--- src/rtl/dz_pkg.sv ---
// -----------------------------------------------------------------------------
// dz_pkg
// Shared definitions for the bi-colour dot-matrix scan controller:
//   - colour/blink mode encodings (2-bit mode input)
//   - scan FSM state type (IDLE / SCAN / BLANK)
//   - the 11-stage incubator glyph set (8x8, bit c of a row = column c lit)
//   - dz_glyph_row(): safe glyph lookup, zeros for undefined glyph/row
// -----------------------------------------------------------------------------
package dz_pkg;

    localparam logic [1:0] MODE_GREEN = 2'b00;
    localparam logic [1:0] MODE_RED   = 2'b01;
    localparam logic [1:0] MODE_AMBER = 2'b10;
    localparam logic [1:0] MODE_BLINK = 2'b11;

    typedef enum logic [1:0] {
        IDLE  = 2'd0,
        SCAN  = 2'd1,
        BLANK = 2'd2
    } dz_state_e;

    localparam int DZ_NUM_GLYPHS = 11;
    localparam int DZ_GLYPH_ROWS = 8;
    localparam int DZ_GLYPH_COLS = 8;

    // Stages 0-5: egg growing, 6-7: shell cracking, 8-10: chick hatching.
    localparam logic [7:0] DZ_GLYPHS [DZ_NUM_GLYPHS][DZ_GLYPH_ROWS] = '{
        '{8'h00, 8'h00, 8'h18, 8'h3C, 8'h3C, 8'h18, 8'h00, 8'h00},  // 0 seed
        '{8'h00, 8'h18, 8'h3C, 8'h3C, 8'h3C, 8'h3C, 8'h18, 8'h00},  // 1
        '{8'h00, 8'h3C, 8'h7E, 8'h7E, 8'h7E, 8'h7E, 8'h3C, 8'h00},  // 2
        '{8'h3C, 8'h7E, 8'h7E, 8'hFF, 8'hFF, 8'h7E, 8'h7E, 8'h3C},  // 3
        '{8'h7E, 8'hFF, 8'hFF, 8'hFF, 8'hFF, 8'hFF, 8'hFF, 8'h7E},  // 4
        '{8'hFF, 8'hFF, 8'hFF, 8'hFF, 8'hFF, 8'hFF, 8'hFF, 8'hFF},  // 5 full egg
        '{8'hFF, 8'hFF, 8'hF7, 8'hEB, 8'hDD, 8'hFF, 8'hFF, 8'hFF},  // 6 hairline crack
        '{8'hFF, 8'hDB, 8'hA5, 8'h5A, 8'hFF, 8'hFF, 8'hFF, 8'hFF},  // 7 open crack
        '{8'h3C, 8'h42, 8'hA5, 8'h81, 8'h99, 8'h42, 8'h3C, 8'h00},  // 8 chick head
        '{8'h18, 8'h24, 8'h5A, 8'h42, 8'h7E, 8'h24, 8'h18, 8'h24},  // 9 chick standing
        '{8'h66, 8'h99, 8'h81, 8'hA5, 8'h81, 8'h42, 8'h3C, 8'h18}   // 10 chick wings
    };

    // Returns the column bits of glyph g, row r; all zeros outside the set.
    function automatic logic [7:0] dz_glyph_row(input int unsigned g, input int unsigned r);
        logic [7:0] res;
        logic [3:0] g4;
        logic [2:0] r3;
        res = '0;
        g4  = g[3:0];
        r3  = r[2:0];
        if (g < DZ_NUM_GLYPHS && r < DZ_GLYPH_ROWS) begin
            res = DZ_GLYPHS[g4][r3];
        end
        return res;
    endfunction

endpackage

--- src/rtl/dz_pattern_rom.sv ---
// -----------------------------------------------------------------------------
// dz_pattern_rom
// Combinational glyph lookup: one COLS-bit row of the glyph selected by num_q.
// Columns beyond the 8-wide glyph art read as 0; undefined glyph numbers and
// rows beyond the glyph height give an all-zero row.
// Ports:
//   num_q   in  NUM_W  glyph index
//   row_idx in  ROW_W  matrix row
//   pat     out COLS   column pattern, bit c = column c lit
// -----------------------------------------------------------------------------
module dz_pattern_rom
    import dz_pkg::*;
#(
    parameter int NUM_W = 4,
    parameter int ROW_W = 3,
    parameter int COLS  = 8
) (
    input  logic [NUM_W-1:0] num_q,
    input  logic [ROW_W-1:0] row_idx,
    output logic [COLS-1:0]  pat
);

    logic [7:0] glyph_row;

    always_comb begin
        glyph_row = dz_glyph_row(32'(num_q), 32'(row_idx));
    end

    generate
        for (genvar gi = 0; gi < COLS; gi++) begin : g_col
            if (gi < DZ_GLYPH_COLS) begin : g_art
                assign pat[gi] = glyph_row[gi];
            end else begin : g_pad
                assign pat[gi] = 1'b0;
            end
        end
    endgenerate

endmodule

--- src/rtl/dz_scan_ctrl.sv ---
// -----------------------------------------------------------------------------
// dz_scan_ctrl
// Row-scanning driver for a ROWS x COLS bi-colour (red/green) LED matrix.
// Each row is driven for ROW_CYC cycles, followed by BLANK_CYC cycles with all
// rows off (anti-ghosting). Glyph number, mode (and brightness) are latched
// only when the scan wraps to row 0, so a frame is never torn.
//
// Optional feature macro: DZ_BRIGHTNESS_EN
//   Adds input bright[2:0]; each row slot becomes 8 sub-slots of ROW_CYC cycles
//   and the columns are lit only for the first bright+1 of them.
//
// Ports:
//   clk         in   scan clock
//   rst_n       in   asynchronous active-low reset
//   en          in   display enable (low: blank, return to row 0)
//   num         in   NUM_W glyph/stage number
//   mode        in   2 bits: 00 green, 01 red, 10 amber, 11 green blinking
//   bright      in   3 bits (DZ_BRIGHTNESS_EN only)
//   row         out  ROWS active-low one-hot row select
//   colg        out  COLS green columns, active high
//   colr        out  COLS red columns, active high
//   frame_start out  high during the first cycle of every row-0 scan slot
// -----------------------------------------------------------------------------
module dz_scan_ctrl
    import dz_pkg::*;
#(
    parameter int ROWS      = 8,
    parameter int COLS      = 8,
    parameter int NUM_W     = 4,
    parameter int ROW_CYC   = 1,
    parameter int BLANK_CYC = 1,
    parameter int BLINK_FR  = 50
) (
    input  logic             clk,
    input  logic             rst_n,
    input  logic             en,
    input  logic [NUM_W-1:0] num,
    input  logic [1:0]       mode,
`ifdef DZ_BRIGHTNESS_EN
    input  logic [2:0]       bright,
`endif
    output logic [ROWS-1:0]  row,
    output logic [COLS-1:0]  colg,
    output logic [COLS-1:0]  colr,
    output logic             frame_start
);

`ifdef DZ_BRIGHTNESS_EN
    localparam int SLOT_LEN = ROW_CYC * 8;
`else
    localparam int SLOT_LEN = ROW_CYC;
`endif
    localparam int ROW_W   = $clog2(ROWS);
    localparam int SLOT_W  = (SLOT_LEN > 1)  ? $clog2(SLOT_LEN)  : 1;
    localparam int BLANK_W = (BLANK_CYC > 1) ? $clog2(BLANK_CYC) : 1;
    localparam int FR_W    = (BLINK_FR > 1)  ? $clog2(BLINK_FR)  : 1;

    localparam logic [ROW_W-1:0]   ROW_LAST   = ROW_W'(ROWS - 1);
    localparam logic [SLOT_W-1:0]  SLOT_LAST  = SLOT_W'(SLOT_LEN - 1);
    localparam logic [BLANK_W-1:0] BLANK_LAST = BLANK_W'((BLANK_CYC > 0) ? BLANK_CYC - 1 : 0);
    localparam logic [FR_W-1:0]    FR_LAST    = FR_W'(BLINK_FR - 1);

    // ------------------------------------------------------------------
    // State
    // ------------------------------------------------------------------
    dz_state_e          state_reg;
    logic [ROW_W-1:0]   row_idx_reg;
    logic [SLOT_W-1:0]  slot_cnt_reg;
    logic [BLANK_W-1:0] blank_cnt_reg;
    logic [FR_W-1:0]    frame_cnt_reg;
    logic               blink_on_reg;
    logic [NUM_W-1:0]   num_q_reg;
    logic [1:0]         mode_q_reg;
`ifdef DZ_BRIGHTNESS_EN
    logic [2:0]         bright_q_reg;
    logic [2:0]         bright_next;
`endif

    // ------------------------------------------------------------------
    // Look-ahead: values that will hold after the coming edge. Outputs are
    // registered, so the pattern for the row about to be driven is looked
    // up one cycle early; row select and columns then switch together.
    // ------------------------------------------------------------------
    logic               scan_done;
    logic               blank_done;
    logic               advance;
    logic               wrap;
    logic               start;
    logic               relatch;
    logic               blink_toggle;
    logic [ROW_W-1:0]   row_idx_next;
    logic [SLOT_W-1:0]  slot_next;
    logic [NUM_W-1:0]   num_next;
    logic [1:0]         mode_next;
    logic               blink_next;
    logic [FR_W-1:0]    frame_next;
    logic [ROWS-1:0]    row_drive;
    logic [COLS-1:0]    pat;
    logic [COLS-1:0]    colg_next;
    logic [COLS-1:0]    colr_next;

    always_comb begin
        scan_done    = (state_reg == SCAN)  && (slot_cnt_reg == SLOT_LAST);
        blank_done   = (state_reg == BLANK) && (blank_cnt_reg == BLANK_LAST);
        // Without blanking the end of a SCAN slot moves straight to the next row.
        advance      = blank_done || (scan_done && (BLANK_CYC == 0));
        wrap         = advance && (row_idx_reg == ROW_LAST);
        start        = (state_reg == IDLE) && en;
        relatch      = start || wrap;
        blink_toggle = wrap && (frame_cnt_reg == FR_LAST);

        row_idx_next = row_idx_reg;
        if (relatch) begin
            row_idx_next = '0;
        end else if (advance) begin
            row_idx_next = row_idx_reg + 1'b1;
        end

        slot_next = (relatch || advance) ? '0 : slot_cnt_reg + 1'b1;
        num_next  = relatch ? num  : num_q_reg;
        mode_next = relatch ? mode : mode_q_reg;
`ifdef DZ_BRIGHTNESS_EN
        bright_next = relatch ? bright : bright_q_reg;
`endif
        blink_next = blink_toggle ? ~blink_on_reg : blink_on_reg;

        frame_next = frame_cnt_reg;
        if (wrap) begin
            frame_next = blink_toggle ? '0 : frame_cnt_reg + 1'b1;
        end

        row_drive = ~(ROWS'(1) << row_idx_next);
    end

    dz_pattern_rom #(
        .NUM_W (NUM_W),
        .ROW_W (ROW_W),
        .COLS  (COLS)
    ) u_rom (
        .num_q   (num_next),
        .row_idx (row_idx_next),
        .pat     (pat)
    );

    // Colour gating (and brightness sub-slot gating) of the looked-up row.
    always_comb begin
        colg_next = '0;
        colr_next = '0;
        case (mode_next)
            MODE_GREEN: colg_next = pat;
            MODE_RED:   colr_next = pat;
            MODE_AMBER: begin
                colg_next = pat;
                colr_next = pat;
            end
            MODE_BLINK: colg_next = blink_next ? pat : '0;
            default: begin
                colg_next = '0;
                colr_next = '0;
            end
        endcase
`ifdef DZ_BRIGHTNESS_EN
        // Lit for the first bright+1 sub-slots, dark for the rest of the slot.
        if (int'(slot_next) >= (int'(bright_next) + 1) * ROW_CYC) begin
            colg_next = '0;
            colr_next = '0;
        end
`endif
    end

    // ------------------------------------------------------------------
    // Scan FSM with registered outputs
    // ------------------------------------------------------------------
    always_ff @(posedge clk or negedge rst_n) begin
        if (!rst_n) begin
            state_reg     <= IDLE;
            row_idx_reg   <= '0;
            slot_cnt_reg  <= '0;
            blank_cnt_reg <= '0;
            frame_cnt_reg <= '0;
            blink_on_reg  <= 1'b1;
            num_q_reg     <= '0;
            mode_q_reg    <= '0;
`ifdef DZ_BRIGHTNESS_EN
            bright_q_reg  <= '0;
`endif
            row           <= '1;
            colg          <= '0;
            colr          <= '0;
            frame_start   <= 1'b0;
        end else if (!en) begin
            // Disabled: blank and restart from row 0 with blink phase on.
            state_reg     <= IDLE;
            row_idx_reg   <= '0;
            slot_cnt_reg  <= '0;
            blank_cnt_reg <= '0;
            frame_cnt_reg <= '0;
            blink_on_reg  <= 1'b1;
            row           <= '1;
            colg          <= '0;
            colr          <= '0;
            frame_start   <= 1'b0;
        end else begin
            // Look-ahead values already encode "hold unless relatch/advance".
            row_idx_reg   <= row_idx_next;
            num_q_reg     <= num_next;
            mode_q_reg    <= mode_next;
`ifdef DZ_BRIGHTNESS_EN
            bright_q_reg  <= bright_next;
`endif
            blink_on_reg  <= blink_next;
            frame_cnt_reg <= frame_next;

            case (state_reg)
                IDLE: begin
                    state_reg    <= SCAN;
                    slot_cnt_reg <= '0;
                    row          <= row_drive;
                    colg         <= colg_next;
                    colr         <= colr_next;
                    frame_start  <= 1'b1;
                end
                SCAN: begin
                    if (scan_done && (BLANK_CYC > 0)) begin
                        state_reg     <= BLANK;
                        blank_cnt_reg <= '0;
                        row           <= '1;
                        colg          <= '0;
                        colr          <= '0;
                        frame_start   <= 1'b0;
                    end else begin
                        // Either the same row continues or (no blanking) the
                        // next row starts; slot_next already covers both.
                        state_reg    <= SCAN;
                        slot_cnt_reg <= slot_next;
                        row          <= row_drive;
                        colg         <= colg_next;
                        colr         <= colr_next;
                        frame_start  <= wrap;
                    end
                end
                BLANK: begin
                    if (blank_done) begin
                        state_reg    <= SCAN;
                        slot_cnt_reg <= '0;
                        row          <= row_drive;
                        colg         <= colg_next;
                        colr         <= colr_next;
                        frame_start  <= wrap;
                    end else begin
                        blank_cnt_reg <= blank_cnt_reg + 1'b1;
                        row           <= '1;
                        colg          <= '0;
                        colr          <= '0;
                        frame_start   <= 1'b0;
                    end
                end
                default: begin
                    state_reg   <= IDLE;
                    row         <= '1;
                    colg        <= '0;
                    colr        <= '0;
                    frame_start <= 1'b0;
                end
            endcase
        end
    end

endmodule

--- config.mk ---
export PLATFORM = sky130hd
export DESIGN_NAME = dz_scan_ctrl
export DESIGN_NICKNAME = d
export VERILOG_FILES = /design/src/rtl/dz_pkg.sv /design/src/rtl/dz_pattern_rom.sv /design/src/rtl/dz_scan_ctrl.sv
export SDC_FILE = /design/constraint.sdc
export NUM_CORES = 1
export LEC_CHECK = 0
export ABC_AREA = 0
export CORE_UTILIZATION = 45
export CTS_CLUSTER_SIZE = 30
export DETAILED_ROUTE_END_ITERATION = 12
export PLACE_DENSITY_LB_ADDON = 0.25
export SLEW_MARGIN = 40
export SYNTH_ARGS = -nofsm -noshare
export SYNTH_HDL_FRONTEND = slang
export SYNTH_SLANG_ARGS = --single-unit
--- constraint.sdc ---
create_clock -name clk -period 6.1 [get_ports clk]
set_clock_uncertainty 0.1 [all_clocks]
set_input_delay 0.915 -clock clk [delete_from_list [all_inputs] [get_ports clk]]
set_output_delay 0.915 -clock clk [all_outputs]
set_load 0.01 [all_outputs]
Word-level counts from Yosys, hierarchy flattened
Memories as Yosys holds them, arrays and structs flattened.
Cells that the tools add are included.
- register bits after elaboration: 45
- memory bits (read-only): 1024
- output and inout port bits: 25
- logic and storage cells: 102
- memories kept: 1
- memories (memory ; words ; width ; read ports ; clocked after memory_dff ; wr ports ; line ; RTL):
    (name not given) ; 16 ; 64 ; 1 ; 0 ; 0 ; dz_pkg.sv:50 ; res = DZ_GLYPHS[g4][r3];
- $add $sub $neg: 4
- magnitude comparators: 3
- equality and inequality tests: 14
- shifts and indexed selects: 1
- muxes and demuxes: 48
- bitwise operators: 6
- reduce and logical (&&, ||, !) cells: 13
- operator list (operator ; number):
    64-bit two-way mux ; 2
    8-bit two-way mux ; 14
    8-bit one-hot mux with 3 select lines ; 3
    8-bit binary-select mux with 3-bit select ; 1
    6-bit two-way mux ; 3
    8-bit one-hot mux with 2 select lines ; 1
    1-bit two-way mux ; 12
    3-bit != test (second input constant) ; 4
    3-bit two-way mux ; 3
    2-bit two-way mux ; 4
    8-bit inverter ; 1
    1-bit by 3-bit << shifter with 8-bit output (first input constant) ; 1
    6-bit by 1-bit adder with 6-bit output (second input constant) ; 1
    2-bit == test (second input constant) ; 3
    6-bit == test (second input constant) ; 1
    1-bit one-hot mux with 3 select lines ; 2
    2-bit one-hot mux with 3 select lines ; 1
    3-bit AND reduction ; 2
    5-bit greater-or-equal comparator (second input constant) ; 1
    1-bit logical AND ; 5
    4-bit inverter with 5-bit output ; 1
    2-bit by 1-bit == test with 1-bit output (second input constant) ; 2
    4-bit greater-or-equal comparator (second input constant) ; 1
    2-bit logical NOT ; 2
    other kinds (13) ; 18

Depth between registers and ports, before layout
- depth in word-level cells: 18
- gate-level depth with buffers: 14

Modules after synthesis
Synthesis repeated with hierarchy kept, for this count alone.
- cells, all modules: 288
- area, all modules: 2834.0 um^2
- modules (own cells, without submodules) (module ; times used ; cells an instance ; area each (um^2)):
    dz_scan_ctrl ; 1 ; 180 ; 2064.5
    dz_pattern_rom ; 1 ; 108 ; 769.5

Worst setup path before layout
No wires, ideal clock.
- path kind: input-to-reg
- start point: input port en
- end point: register colg[1]
- setup time: 0.088 ns
- arrival time: 2.799 ns
- required time: 5.912 ns
- slack: 3.112 ns
- stages: 12
- buffers on the path: 3
- cells stage by stage: or3b_1 buf_2 nand2_2 buf_6 buf_2 nand2_1 nand2_1 ha_1 nand2_1 a211oi_1 nand2_1 nor3b_1
- elaborated cells on any way between the ends: 25
- RTL lines (item ; line ; RTL):
    start: declaration ; dz_scan_ctrl.sv:36 ; input logic en,
    1-bit logical AND * ; dz_scan_ctrl.sv:108 ; start = (state_reg == IDLE) && en;
    1-bit logical OR * ; dz_scan_ctrl.sv:109 ; relatch = start || wrap;
    2-bit two-way mux * ; dz_scan_ctrl.sv:121 ; mode_next = relatch ? mode : mode_q_reg;
    named net mode_next[0] ; dz_scan_ctrl.sv:94 ; logic [1:0] mode_next;
    2-bit == test or 2-bit logical NOT (tied branches) ; dz_scan_ctrl.sv:149 ; case (mode_next)
    2-bit OR reduction (no source line) ; - ;
    8-bit one-hot mux with 2 select lines * ; dz_scan_ctrl.sv:149 ;
    8-bit two-way mux, on equally long branches ; dz_scan_ctrl.sv:243, dz_scan_ctrl.sv:224 ;
    8-bit one-hot mux with 3 select lines * ; dz_scan_ctrl.sv:214 ; case (state_reg)
    8-bit two-way mux * ; dz_scan_ctrl.sv:191 ; end else if (!en) begin
    end signal: assignment ; dz_scan_ctrl.sv:219 ; colg <= colg_next;
    end signal: assignment ; dz_scan_ctrl.sv:237 ; colg <= colg_next;
    end signal: assignment ; dz_scan_ctrl.sv:247 ; colg <= colg_next;
    end: declaration ; dz_scan_ctrl.sv:43 ; output logic [COLS-1:0] colg,
Mark *: on every way through the listed nets, which the timed path passes. The rest lies on a longest branch. The select of a mux whose other input is x is not followed.
A chain may end at the register's enable or synchronous reset.

Worst setup path after layout
Same ends and word-level chain as after synthesis.

==> summary.md <==
| Metric | Value |
|---|---|
| Final net count | `about 360` |
| Largest register FFs | `8` |
| Post-Route Setup TNS | `0 ps` |
| Register area share after synthesis | `0.385` |
| Delay-heaviest family, CP | `simple AND/OR/NAND/NOR gates` |
| RD Place Congestion | `0.971` |
| Initial Utilization | `0.471` |
| Synthesized cell area | `roughly 0.0028 sq mm` |
| Top-Level Pins | `34` |
| DR pass1 iterations | `4` |
| Maximum VDD drop | `approximately 110 uV` |
| Worst-Skew Late Latency | `roughly 300 ps` |
| Commonest non-fill, non-tap cell in the layout | `nor2_1` |
| Synth Register Bits | `43` |
| Row count | `28` |
| Routed via count | `~2600` |
| Post-synth EDFFs | `0` |
| Worst R2R Path Depth | `11` |
| RSZ-0062 raised after global routing | `no` |
| Placed insts | `approximately 410` |
| Postcts setup bufs | `0` |
| Core region area | `0.00599 sq mm` |
| Reg2reg start | `row_idx_reg[0]` |
| Number of global-route vias before repair | `2437` |
| Final cell utilization of the core | `0.537` |
| Pin count of the biggest net entering global routing | `44` |
| Cell internal pwr | `approximately 490 uW` |
| Synthesis-to-layout area growth | `14.1%` |
| CTS buffer count | `5` |
| CTS tree | `done` |
| Most frequent cell on the critical path | `nand2_1` |
| CP bufs+invs | `1` |
| FMAX | `between 0.2 and 0.3 GHz` |
| Most flops, register | `row` |
| WL per Instance | `about 19 um` |
| Post_cts resized | `0` |
| Clock network power share | `0.237` |
| Largest registers | `row (8), colg (7), colr (7)` |
| Hold path start | `frame_cnt_reg[5]` |
| Mapped Nets | `340` |
| Initial antenna violation count | `0` |
| H-tree levels | `2` |
| Startpoint types | `primary input` |
| Maxcap violations | `0` |
| Vias/cell | `around 6.3` |
| Antenna Nets Post-Route | `0` |
| Final-report setup violation count | `0` |
| Comb pwr share | `0.336` |
| CP max-delay cell | `clkdlybuf4s50_1` |
| Static Leakage | `approximately 0.0013 uW` |
| Number of antenna diodes | `0` |
| Die extent in x | `between 80 and 90 um` |
| Unique cell type count in the Yosys netlist | `64` |
| R2r endpoint | `colg[1]` |
| Worst-path clk slew | `around 90 ps` |
| Commonest cells after routing, fill and taps aside | `nor2_1, nand2_1, dfrtp_1, clkdlybuf4s50_1, o21ai_0` |
| Cts hold-fix bufs | `0` |
| # DRC | `0` |
| Slew HR | `0.477` |
| DRT iter0 DRCs | `287` |
| Mapped Cells | `325` |
| Gr ovfl total | `0` |
| First-pass GRT wire length | `12700 um` |
| Final hold vios | `0` |
| Required time worst endpoint | `slightly above 6000 ps` |
| Port Buffers | `33` |
| Switching share of power | `0.372` |
| HP Class | `reg -> reg` |
| P per Cell Area | `approximately 240 mW/mm^2` |
| Slew @ Worst Pin | `784 ps` |
| Crit-path max FO | `22` |
| Final period util | `0.643` |
| DP HPWL | `between 5000 and 6000 um` |
| Worst EP arrival | `4040 ps` |
| Clock tree sinks | `between 40 and 50` |
| Psw | `around 290 uW` |
| Outcome | `complete, no violations` |
| Non-filler cells, final | `between 400 and 500` |
| Worst R2R Setup Slack | `2670 ps` |
| Synth Flop Type | `dfrtp_1` |
| Total Routing Usage GR | `0.259` |
| Hold path depth | `1` |
| Die height | `~81 um` |
| CTS Root Cell | `clkbuf_8` |
| Syn_area_per_cell | `just under 9 sq um` |
| Final Max Slew Viols | `0` |
| Min cycle time layout | `~4000 ps` |
| Path type of the worst setup path | `in -> reg` |
| Flop pwr share | `0.427` |
| Die area | `about 0.0066 sq mm` |
| Crit path largest cell delay | `~890 ps` |
| Fraction of layout cells with a size suffix above 1 | `0.112` |
| Hold endpoint | `frame_cnt_reg[5]` |
| Crit. End Element | `register` |
| Async S/R FF share, synth | `1.00` |
| Yosys warns | `0` |
| Drt total wl | `about 8000 um` |
| Critical-path cell list | `clkdlybuf4s50_1 -> or3b_1 -> nand2_2 -> nand2_1 -> nand2_1 -> ha_1 -> nand2_1 -> a211oi_1 -> nand2_1 -> nor3b_1` |
| Clk buf depth | `2` |
## cell usage after synthesis (3+ instances only)
cell      count  area share
nor2_1       44       0.059
dfrtp_1      34        0.30
nand2_1      34       0.045
o21ai_0      22       0.039
a21oi_1      20       0.035
nand3_1      17       0.030
dfstp_2       9       0.084
clkbuf_1      8       0.011
inv_1         7      0.0093
mux2i_1       7       0.025
ha_1          6       0.027
nor3_1        6       0.011
a211o_1       5       0.016
a211oi_1      5       0.013
and3_1        5       0.011
buf_2         5      0.0089
nand4_1       5       0.011
a31oi_1       4      0.0089
nand2b_1      4      0.0089
o211ai_1      4       0.011
o31ai_1       4       0.011
a32oi_1       3      0.0093
buf_4         3      0.0080
buf_6         3       0.012
nor2_2        3      0.0066
nor2b_1       3      0.0066
nor3b_1       3      0.0080
nor4_1        3      0.0066
o21ai_1       3      0.0053
## worst max path at each step
| stage | startpoint | depth (start not counted) | end | slack, ps |
|---|---|---|---|---|
| finish | en | 10 | colg[1] | 2180 |
| floorplan | en | 12 | colg[1] | 3110 |
| CTS | en | 10 | colg[1] | 2240 |
| global route | en | 10 | colg[1] | 1950 |
| detailed placement | en | 10 | colg[1] | 1940 |
| global placement | en | 10 | colg[1] | 2010 |
## layer usage
metal  up-vias  part of all wire  global-route usage  wire length [um]
li1       1227                 -                   -                 -
met1      1241              0.44               0.367              3480
met2       152              0.44               0.382              3450
met3        21             0.091              0.0517               712
met4         0             0.026               0.109               207
met5         -                 0                   0                 0
## layout make-up
cell class | count | area (sq um)
flip-flops and latches | 43 | 1090
repair buffers | 33 | 328
clock inverters | 2 | 13.8
well taps | 75 | 93.8
multi-input cells | 256 | 1600
inverters | 7 | 26.3
clock buffers | 6 | 72.6
fillers | 550 | 2770
## cell families (layout without fill, tap and decap cells)
kind of cell             count (synthesis)  count (layout)  share of synthesized area
AND/OR/NAND/NOR                        143             143                      0.256
buffers and inverters                   26              48                     0.0488
XOR/XNOR                                 4               4                     0.0217
multiplexers                            10              10                     0.0381
AO/OA/AOI/OAI                           93              93                      0.223
flip-flops                              43              43                      0.385
adder cells (fa/ha/maj)                  6               6                     0.0266
## power groups by stage
stage	logic [uW]	clock network [uW]	registers, uW
2_1_floorplan	180	0	326
3_3_place_gp	255	0	336
3_5_place_dp	252	0	335
4_1_cts	253	188	330
5_1_grt	283	199	333
6_report	260	184	331
## through the flow
| step | hold slack [ps] | cell area [sq um] | total power (uW) | worst slack [ps] |
|---|---|---|---|---|
| after floorplan | 338 | 2820 | 505 | 3110 |
| after global placement | 366 | 3130 | 590 | 2010 |
| after detailed placement | 370 | 3130 | 587 | 1940 |
| after CTS | 381 | 3220 | 771 | 2240 |
| after global routing | 406 | 3220 | 816 | 1950 |
| final | 375 | 3220 | 774 | 2180 |
(Power assumes the default switching activity.)
